==> src/rtl/pacman_input_pkg.sv <==
// Shared constants for the Pac-Man button front end.
// Direction codes, button indices and command FSM states.
package pacman_input_pkg;

    localparam logic [1:0] DIR_UP    = 2'b00;
    localparam logic [1:0] DIR_DOWN  = 2'b01;
    localparam logic [1:0] DIR_LEFT  = 2'b10;
    localparam logic [1:0] DIR_RIGHT = 2'b11;

    localparam int BTN_UP    = 0;
    localparam int BTN_DOWN  = 1;
    localparam int BTN_LEFT  = 2;
    localparam int BTN_RIGHT = 3;
    localparam int BTN_PAUSE = 4;
    localparam int N_CH      = 5;

    localparam logic [1:0] ST_IDLE = 2'b00;
    localparam logic [1:0] ST_HOLD = 2'b01;
    localparam logic [1:0] ST_FULL = 2'b10;

endpackage

==> src/rtl/sampled_edge_detector.sv <==
// Tick-enabled 3-bit sampler with a one-clock rising-edge press pulse.
// The press is qualified by the delayed tick so it lasts exactly one clock.
module sampled_edge_detector (
    input  logic clk,
    input  logic rst_n,
    input  logic sample_en,
    input  logic in,
    output logic press
);

    logic [2:0] sh;
    logic       tick_d;

    always_ff @(posedge clk or negedge rst_n) begin
        if (!rst_n) begin
            sh     <= 3'b000;
            tick_d <= 1'b0;
        end else begin
            tick_d <= sample_en;
            if (sample_en) begin
                sh <= {in, sh[2:1]};
            end
        end
    end

    assign press = tick_d & sh[1] & ~sh[0];

endmodule

==> src/rtl/direction_input_controller.sv <==
// Pac-Man button front end: sample prescaler, edge detection, round-robin
// arbitration and a one-deep buffered valid/ready direction channel.
module direction_input_controller
    import pacman_input_pkg::*;
#(
    parameter int SAMPLE_DIV = 500000,
    parameter int CNT_W      = $clog2(SAMPLE_DIV)
) (
    input  logic       clk,
    input  logic       rst_n,
    input  logic [3:0] btn_raw,
    input  logic       pause_raw,
    output logic       sample_tick,
    output logic [1:0] dir_out,
    output logic       dir_valid,
    input  logic       dir_ready,
    output logic       paused,
    output logic       overrun
);

    logic [CNT_W-1:0] cnt;
    logic [N_CH-1:0]  raw;
    logic [N_CH-1:0]  press;
    logic [1:0]       state;
    logic [1:0]       next_dir;
    logic [1:0]       last_grant;
    logic [1:0]       idx;
    logic [1:0]       gdir;
    logic             grant;
    logic             paused_nxt;
    logic             xfer;

    always_ff @(posedge clk or negedge rst_n) begin
        if (!rst_n) begin
            cnt         <= '0;
            sample_tick <= 1'b0;
        end else begin
            sample_tick <= (cnt == CNT_W'(SAMPLE_DIV - 1));
            if (cnt == CNT_W'(SAMPLE_DIV - 1)) begin
                cnt <= '0;
            end else begin
                cnt <= cnt + CNT_W'(1);
            end
        end
    end

    assign raw = {pause_raw, btn_raw};

    for (genvar g = 0; g < N_CH; g++) begin : g_ch
        sampled_edge_detector u_det (
            .clk       (clk),
            .rst_n     (rst_n),
            .sample_en (sample_tick),
            .in        (raw[g]),
            .press     (press[g])
        );
    end

    // Pause toggles first; directions see the post-toggle pause value.
    assign paused_nxt = paused ^ press[BTN_PAUSE];

    always_comb begin
        grant = 1'b0;
        gdir  = last_grant;
        idx   = last_grant;
        for (int i = 1; i <= 4; i++) begin
            idx = last_grant + 2'(i);
            if (!grant && press[idx]) begin
                grant = 1'b1;
                gdir  = idx;
            end
        end
        if (paused_nxt) begin
            grant = 1'b0;
        end
    end

    assign dir_valid = (state == ST_HOLD) || (state == ST_FULL);
    assign xfer      = dir_valid & dir_ready;

    always_ff @(posedge clk or negedge rst_n) begin
        if (!rst_n) begin
            state      <= ST_IDLE;
            dir_out    <= DIR_UP;
            next_dir   <= DIR_UP;
            last_grant <= DIR_RIGHT;
            paused     <= 1'b0;
            overrun    <= 1'b0;
        end else begin
            paused <= paused_nxt;
            if (grant) begin
                last_grant <= gdir;
            end
            unique case (state)
                ST_IDLE: begin
                    if (grant) begin
                        dir_out <= gdir;
                        state   <= ST_HOLD;
                    end
                end
                ST_HOLD: begin
                    if (xfer) begin
                        if (grant) dir_out <= gdir;
                        else       state   <= ST_IDLE;
                    end else if (grant) begin
                        next_dir <= gdir;
                        state    <= ST_FULL;
                    end
                end
                ST_FULL: begin
                    if (xfer) begin
                        dir_out <= next_dir;
                        if (grant) next_dir <= gdir;
                        else       state    <= ST_HOLD;
                    end else if (grant) begin
                        // Newest command wins the buffer slot.
                        next_dir <= gdir;
                        overrun  <= 1'b1;
                    end
                end
                default: state <= ST_IDLE;
            endcase
        end
    end

endmodule
==> config.mk <==
export PLATFORM = sky130hd
export DESIGN_NAME = direction_input_controller
export DESIGN_NICKNAME = d
export VERILOG_FILES = /design/src/rtl/pacman_input_pkg.sv /design/src/rtl/sampled_edge_detector.sv /design/src/rtl/direction_input_controller.sv
export SDC_FILE = /design/constraint.sdc
export NUM_CORES = 1
export LEC_CHECK = 0
export BUFFER_PORTS_ARGS = -buffer_cell sky130_fd_sc_hd__buf_2
export CAP_MARGIN = 20
export CORE_UTILIZATION = 40
export DETAILED_ROUTE_END_ITERATION = 10
export MAX_ROUTING_LAYER = met4
export PLACE_DENSITY_LB_ADDON = 0.12
export SLEW_MARGIN = 20
export SYNTH_ARGS = -nofsm -noshare
export SYNTH_HDL_FRONTEND = slang
export SYNTH_SLANG_ARGS = --single-unit
==> constraint.sdc <==
create_clock -name clk -period 2.2 [get_ports clk]
set_input_delay 0 -clock clk [delete_from_list [all_inputs] [get_ports clk]]
set_output_delay 0 -clock clk [all_outputs]
set_load 0.005 [all_outputs]
==> impl_results.md, run 1 <==
- Worst Setup Slack, final: roughly 0.06 ns
- Worst slack, placed: -0.0448 ns
- Post-synth ARST share: 1.00
- DP Wirelength: 2850 µm
- Setup crit end kind: register
- Clk_lat worst skew: 0.30 ns
- Synth Flop Type: dfrtp_1
- Logic gate share of total power: 0.111
- CP peak stage delay: 0.64 ns
- Synthesized Nets: 213
- Seq/Total Area, Yosys: 0.516
- Power density cells: ~600 mW/mm²
- LEAKAGE: between 1 and 1.5 nW
- Final ANT Viol Nets: 0
- Rel. slew slack: 0.582
- Fin Clk Skew: just under 0.01 ns
- 1st-iter DRT viols: between 60 and 70
- Area delta synth->final: 17.2%
- Starting Density: 0.427
- RSZ-0062 raised after global routing: yes
- Achievable clock frequency: around 470 MHz
- Core Area: between 0.005 and 0.006 mm²
- DRT Pass-1 Iters: 5
- Buf+Inv Stages, Crit Path: 0
- Fillers: approximately 490
- Final hold vios: 0
- Horiz. Die Dim: approximately 77 µm
- DRC: 0
- Startpoint Class: register
- CP Depth: 7
- Initial antenna violation count: 0
- Area leader, netlist: dfrtp_1
- Final period utilization: 0.973
- Number of buffers created by CTS: 5
- Slew Limit Fails: 0
- Routed wire per std cell: 14.1 µm
- FF+latch count, synth: 46
- Mapped Cells: 200
- Max FO, Critical Path: 8
- N_diodes: 0
- Post-synth cell types: 42
- Share of post-route cells with drive strength above 1: 0.261
- Nets: 242
- Vias/cell: around 5.2
- Final core occ: 0.500
- Status: completed
- Clock Root Buffer: clkbuf_8
- Final setup violation count: 0
- Global route overflow: 0
- Die Span Y: between 70 and 80 µm
- Syn Std Cell Area: roughly 0.0022 mm²
- Sw frac: 0.246
- Worst slew pin tran: ~0.63 ns
- CP delay by family, top: compound AO/OA/AOI/OAI gates
- Net Sw Power: 0.387 mW
- I/O pin count: 14
- Die area: between 0.005 and 0.006 mm²
- Reg power frac: 0.550
- Synth top area share: 0.492
- Peak supply drop: around 0.00030 V
- Total Routing Usage GR: 0.166
- HP Class: in -> async
- Deepest clock path buffer count: 2
- Syn_area_per_cell: 11.2 µm²
- CTS tree: yes
- Post-synth EDFFs: 0
- Cell row count: 26
- Largest net degree at the start of global routing: 33
- Setup Crit Path Kind: reg -> reg
- Vias in the first global route: between 1500 and 2000
- Top post-synthesis cells by area: dfrtp_1 49%, mux2_2 8.6%, xnor2_1 4.3%
- Internal power: 1.19 mW
- Vias post-DR: roughly 1600
- Worst-path clk slew: about 0.09 ns
- IO buf count: 13
- GP Congestion: between 0.8 and 0.9
- Crit path max-delay cell type: dfstp_2
- Critical path data arrival time: 2.37 ns
- Post-layout min period: ~2.1 ns
- Max-cap violations: 0
- Synth Warn #: 0
- # H-tree levels: 2
- CP Data Required Time: 2.43 ns
- CP cell instances: nand2b_1, o31ai_2, a31oi_2, o21bai_4, xnor2_2, a222oi_1, mux2i_1
- Clk pwr share: 0.338
- Sink Count: 46
- R2R depth: 7
- Global-route wire length before repair: approximately 7500 µm
- Detailed Route WL: roughly 4200 µm
[registers in the layout (all words and copies together), names as in the netlist, 2 cells and up]
register       flops
dir_out            2
cnt               19
g_ch.u_det.sh     15
last_grant         2
next_dir           2
state              2
[placed cells by master, fill, tap and decap left out, drive strengths merged, types with 2 or more instances in the layout]
cell          n
and3          2
nor2         17
o21bai        4
o22ai         2
nand2b        5
inv           7
a21oi         3
dfrtp        44
mux2         18
nor4          2
mux2i         2
dlygate4sd3   6
buf          22
xnor2        11
a31oi         2
o211ai        2
dfstp         2
nor2b         6
nand3        13
nor3          2
clkbuf        7
nand2        13
xor2          8
ha            5
o21ai        10
[stage by stage]
| step | setup TNS, ns | hold slack (ns) | std cells | area (µm²) | total power [mW] |
|---|---|---|---|---|---|
| floorplan | 0 | -0.296 | 200 | 2240 | 0.987 |
| global placement | 0 | -0.0748 | 279 | 2370 | 1.03 |
| detailed placement | -0.0448 | -0.0710 | 279 | 2370 | 1.04 |
| CTS | 0 | 0.0852 | 296 | 2550 | 1.59 |
| global route | -0.0359 | 0.129 | 300 | 2620 | 1.66 |
| finish | 0 | 0.126 | 300 | 2620 | 1.57 |
[cell families after synthesis]
| logic type | count (synthesis) | synth area share |
|---|---|---|
| AOI/OAI and AO/OA | 31 | 0.103 |
| xor gates and xnor gates | 19 | 0.0744 |
| adders and majority gates | 5 | 0.0280 |
| buffers and inverters | 14 | 0.0308 |
| DFF | 46 | 0.516 |
| muxes | 20 | 0.101 |
| and+or+nand+nor | 65 | 0.147 |
[power by group through the flow]
stage | logic [mW] | registers (mW) | clock network (mW)
6_report | 0.175 | 0.866 | 0.532
5_1_grt | 0.203 | 0.869 | 0.585
4_1_cts | 0.171 | 0.866 | 0.556
3_5_place_dp | 0.161 | 0.883 | 0
3_3_place_gp | 0.152 | 0.883 | 0
2_1_floorplan | 0.107 | 0.880 | 0
[final timing paths]
| check | startpoint | endpoint | slack (ns) |
|---|---|---|---|
| worst max-delay path | last_grant[1]$_DFFE_PN1P_ | state[0]$_DFFE_PN0P_ | 0.06 |
| worst min-delay path | rst_n | g_ch[1].u_det.sh[1]$_DFFE_PN0P_ | 0.13 |
| worst max register to register | last_grant[1]$_DFFE_PN1P_ | state[0]$_DFFE_PN0P_ | 0.06 |
| worst min register to register | overrun$_DFFE_PN0P_ | overrun$_DFFE_PN0P_ | 0.48 |
| max in group asynchronous | rst_n | sample_tick$_DFF_PN0_ | 1.35 |
| min in group clk | dir_ready | state[0]$_DFFE_PN0P_ | 0.13 |
[Yosys cell counts (all sizes together) (2+ instances only)]
master,instances
nand2,13
a31oi,2
nand3,13
o211ai,2
nor4,2
o22ai,2
mux2,18
ha,5
inv,7
nor2b,6
clkbuf,4
xor2,8
dfrtp,44
nand2b,5
dfstp,2
and3,2
o21ai,10
mux2i,2
xnor2,11
nor3,2
o21bai,3
nor2,17
buf,3
a21oi,3
[layout make-up]
| class | count | area, µm² | area share |
|---|---|---|---|
| inverters | 7 | 26.3 | 0.0100 |
| repair buffers | 28 | 193 | 0.0735 |
| well taps | 70 | 87.6 | 0.0334 |
| flip-flops and latches | 46 | 1150 | 0.440 |
| multi-input cells | 141 | 1070 | 0.408 |
| clock inverters | 1 | 5.00 | 0.00191 |
| clock buffers | 7 | 86.3 | 0.0330 |
[what timing repair did]
| action | CTS | global route |
|---|---|---|
| pin swaps | 2 | 6 |
| buffers inserted | 2 | 4 |
| cloned | 1 | 0 |
| hold endpoints to repair | 19 | 0 |
| gates resized for setup | 1 | 6 |
| hold buffers | 6 | 0 |
| setup endpoints to repair | 1 | 3 |
[metal layers]
metal  vias up  wire (µm)  track usage
met5         -          0            -
met4         0        116       0.0962
met3        11        130       0.0381
met2        27       2100        0.271
met1       775       1880        0.185
li1        758          -            -
Power figures use the tool's default switching activity.
==> inputs of run 2 (changes only) <==
==> constraint.sdc (replaced) <==
create_clock -name clk -period 2.4 [get_ports clk]
set_input_delay 0 -clock clk [delete_from_list [all_inputs] [get_ports clk]]
set_output_delay 0 -clock clk [all_outputs]
set_load 0.005 [all_outputs]
==> run 2 against run 1 <==
Register-to-register slack gained 0.09 ns; via count down 2.7%; critical path depth did not move; cell area down 4.5%; critical endpoint unchanged.
==> impl_results.md, run 2 (same netlist as run 1, synthesis figures left out) <==
- Detailed Route WL: 3940 µm (was 4230 µm)
- 1st-iter DRT viols: 89 (was 69)
- Initial antenna violation count: 0 (unchanged)
- DP Wirelength: 2800 µm (was 2850 µm)
- Share of post-route cells with drive strength above 1: 0.213 (was 0.261)
- Postcts setup bufs: 0 (was 2)
- Fillers: 479 (was 491)
- Starting Density: 0.427 (unchanged)
- Die Span Y: 76.8 µm (unchanged)
- Sink Count: 46 (unchanged)
- Setup Crit Path Kind: reg -> reg (unchanged)
- Global route overflow: 0 (unchanged)
- Vias post-DR: 1528 (was 1571)
- Status: completed (unchanged)
- Final ANT Viol Nets: 0 (unchanged)
- Buf+Inv Stages, Crit Path: 0 (unchanged)
- Vias in the first global route: 1588 (was 1674)
- CP cell instances: nor3b_2, a2111oi_2, a311oi_2, o21bai_4, xnor2_1, a222oi_1, mux2i_1 (was nand2b_1, o31ai_2, a31oi_2, o21bai_4, xnor2_2, a222oi_1, mux2i_1)
- Nets: 233 (was 242)
- N_diodes: 0 (unchanged)
- Slew Limit Fails: 0 (unchanged)
- # H-tree levels: 2 (unchanged)
- Power Total: 1.41 mW (was 1.57 mW)
- Setup crit end kind: register (unchanged)
- HP Class: in -> reg (was in -> async)
- Fin Clk Skew: 0.0102 ns (was 0.00971 ns)
- Core Area: 0.00524 mm² (unchanged)
- Power density cells: 562 mW/mm² (was 600 mW/mm²)
- LEAKAGE: 1.15 nW (was 1.21 nW)
- Area post-placement: 0.00235 mm² (was 0.00237 mm²)
- CP Data Required Time: 2.62 ns (was 2.43 ns)
- DRT Pass-1 Iters: 6 (was 5)
- Achievable clock frequency: 445 MHz (was 467 MHz)
- GP Congestion: 0.919 (was 0.851)
- Worst slack, placed: 0.143 ns (was -0.0448 ns)
- Clk_lat worst skew: 0.29 ns (was 0.30 ns)
- Horiz. Die Dim: 76.8 µm (unchanged)
- Final instance area: 0.00250 mm² (was 0.00262 mm²)
- Cell row count: 26 (unchanged)
- Worst slew pin tran: 0.638 ns (was 0.626 ns)
- Clock Root Buffer: clkbuf_8 (unchanged)
- I/O pin count: 14 (unchanged)
- Vias/cell: 5.25 (was 5.24)
- Routed wire per std cell: 13.5 µm (was 14.1 µm)
- Final period utilization: 0.936 (was 0.973)
- RSZ-0062 raised after global routing: no (was yes)
- Number of buffers created by CTS: 5 (unchanged)
- Placed Cells: 277 (was 279)
- Rel. slew slack: 0.575 (was 0.582)
- Largest net degree at the start of global routing: 47 (was 33)
- Final setup violation count: 0 (unchanged)
- IO buf count: 13 (unchanged)
- Final Instance Count excl. Fillers: 291 (was 300)
- Setup TNS: 0 ns (unchanged)
- Max reg flops: 19 (unchanged)
- Max FO, Critical Path: 12 (was 8)
- Top reg by flops: cnt (unchanged)
- Final hold vios: 0 (unchanged)
- Worst Setup Slack, final: 0.155 ns (was 0.0601 ns)
- CTS tree: yes (unchanged)
- Die area: 0.00589 mm² (unchanged)
- DRC: 0 (unchanged)
- Max-cap violations: 0 (unchanged)
- Biggest regs: cnt x19, g_ch.u_det.sh x15 (unchanged)
- Area delta synth->final: 11.9% (was 17.2%)
- Most frequent cells in the layout: 44 x dfrtp_1, 17 x nor2_1, 17 x mux2_2 (unchanged)
- Total Routing Usage GR: 0.156 (was 0.166)
- Most common cell after layout, fill and taps aside: dfrtp_1 (unchanged)
- Deepest clock path buffer count: 2 (unchanged)
- Post-layout min period: 2.25 ns (was 2.14 ns)
- CP peak stage delay: 0.63 ns (was 0.64 ns)
- Crit path max-delay cell type: dfstp_2 (unchanged)
- Critical path data arrival time: 2.47 ns (was 2.37 ns)
- Peak supply drop: 0.000358 V (was 0.000300 V)
- Startpoint Class: register (unchanged)
- Worst-path clk slew: 0.09 ns (about the same)
- Global-route wire length before repair: 7180 µm (was 7480 µm)
- CP delay by family, top: compound AO/OA/AOI/OAI gates (unchanged)
## run 2: final timing paths
path	start	end	slack, ns	cells past startpoint
worst max-delay path	last_grant[0]$_DFFE_PN1P_	state[0]$_DFFE_PN0P_	0.15	7
worst min-delay path	dir_ready	overrun$_DFFE_PN0P_	0.09	4
max in group asynchronous	rst_n	cnt[5]$_DFF_PN0_	1.77	2
min in group asynchronous	rst_n	next_dir[1]$_DFFE_PN0P_	0.24	2
worst max register to register	last_grant[0]$_DFFE_PN1P_	state[0]$_DFFE_PN0P_	0.15	7
worst min register to register	overrun$_DFFE_PN0P_	overrun$_DFFE_PN0P_	0.48	1
## run 2: layer usage
| layer | share of wire | vias up | GRT usage | wire length, µm |
|---|---|---|---|---|
| met5 | 0 | - | - | 0 |
| met4 | 0.016 | 0 | 0.0596 | 64 |
| met3 | 0.033 | 10 | 0.0333 | 130 |
| met2 | 0.50 | 38 | 0.256 | 1980 |
| met1 | 0.45 | 738 | 0.187 | 1770 |
| li1 | - | 742 | - | - |
## run 2: layout make-up
| cell class | instances | area [µm²] | area share |
|---|---|---|---|
| sequential | 46 | 1150 | 0.461 |
| multi-input combinational | 140 | 1010 | 0.405 |
| timing repair buffer | 20 | 135 | 0.0540 |
| tap | 70 | 87.6 | 0.0350 |
| clock buffer | 6 | 72.6 | 0.0290 |
| inverter | 7 | 26.3 | 0.0105 |
| clock inverter | 2 | 13.8 | 0.00550 |
## run 2: through the flow
step                hold WS, ns  utilization
floorplan                -0.296            -
global placement          0.207        0.449
detailed placement        0.228        0.449
CTS                      0.0807        0.477
global route              0.118        0.478
finish                   0.0902        0.478
## run 2: tightest hold or removal path: stages
cell and delay [ns]:
buf_2 0.12, nand2_1 0.09, nand2_1 0.08, o21bai_1 0.06
## run 2: timing repair
item / CTS / global route
resized for setup: 0 / 0
hold buffers: 6 / 0
setup endpoints to repair: 0 / 1
endpoints found under the hold margin: 49 / 0
## run 2: where the power goes
part           internal (mW)  total [mW]  switching [mW]
combinational         0.0677       0.156          0.0881
sequential             0.784       0.795          0.0110
clock                  0.206       0.456           0.250
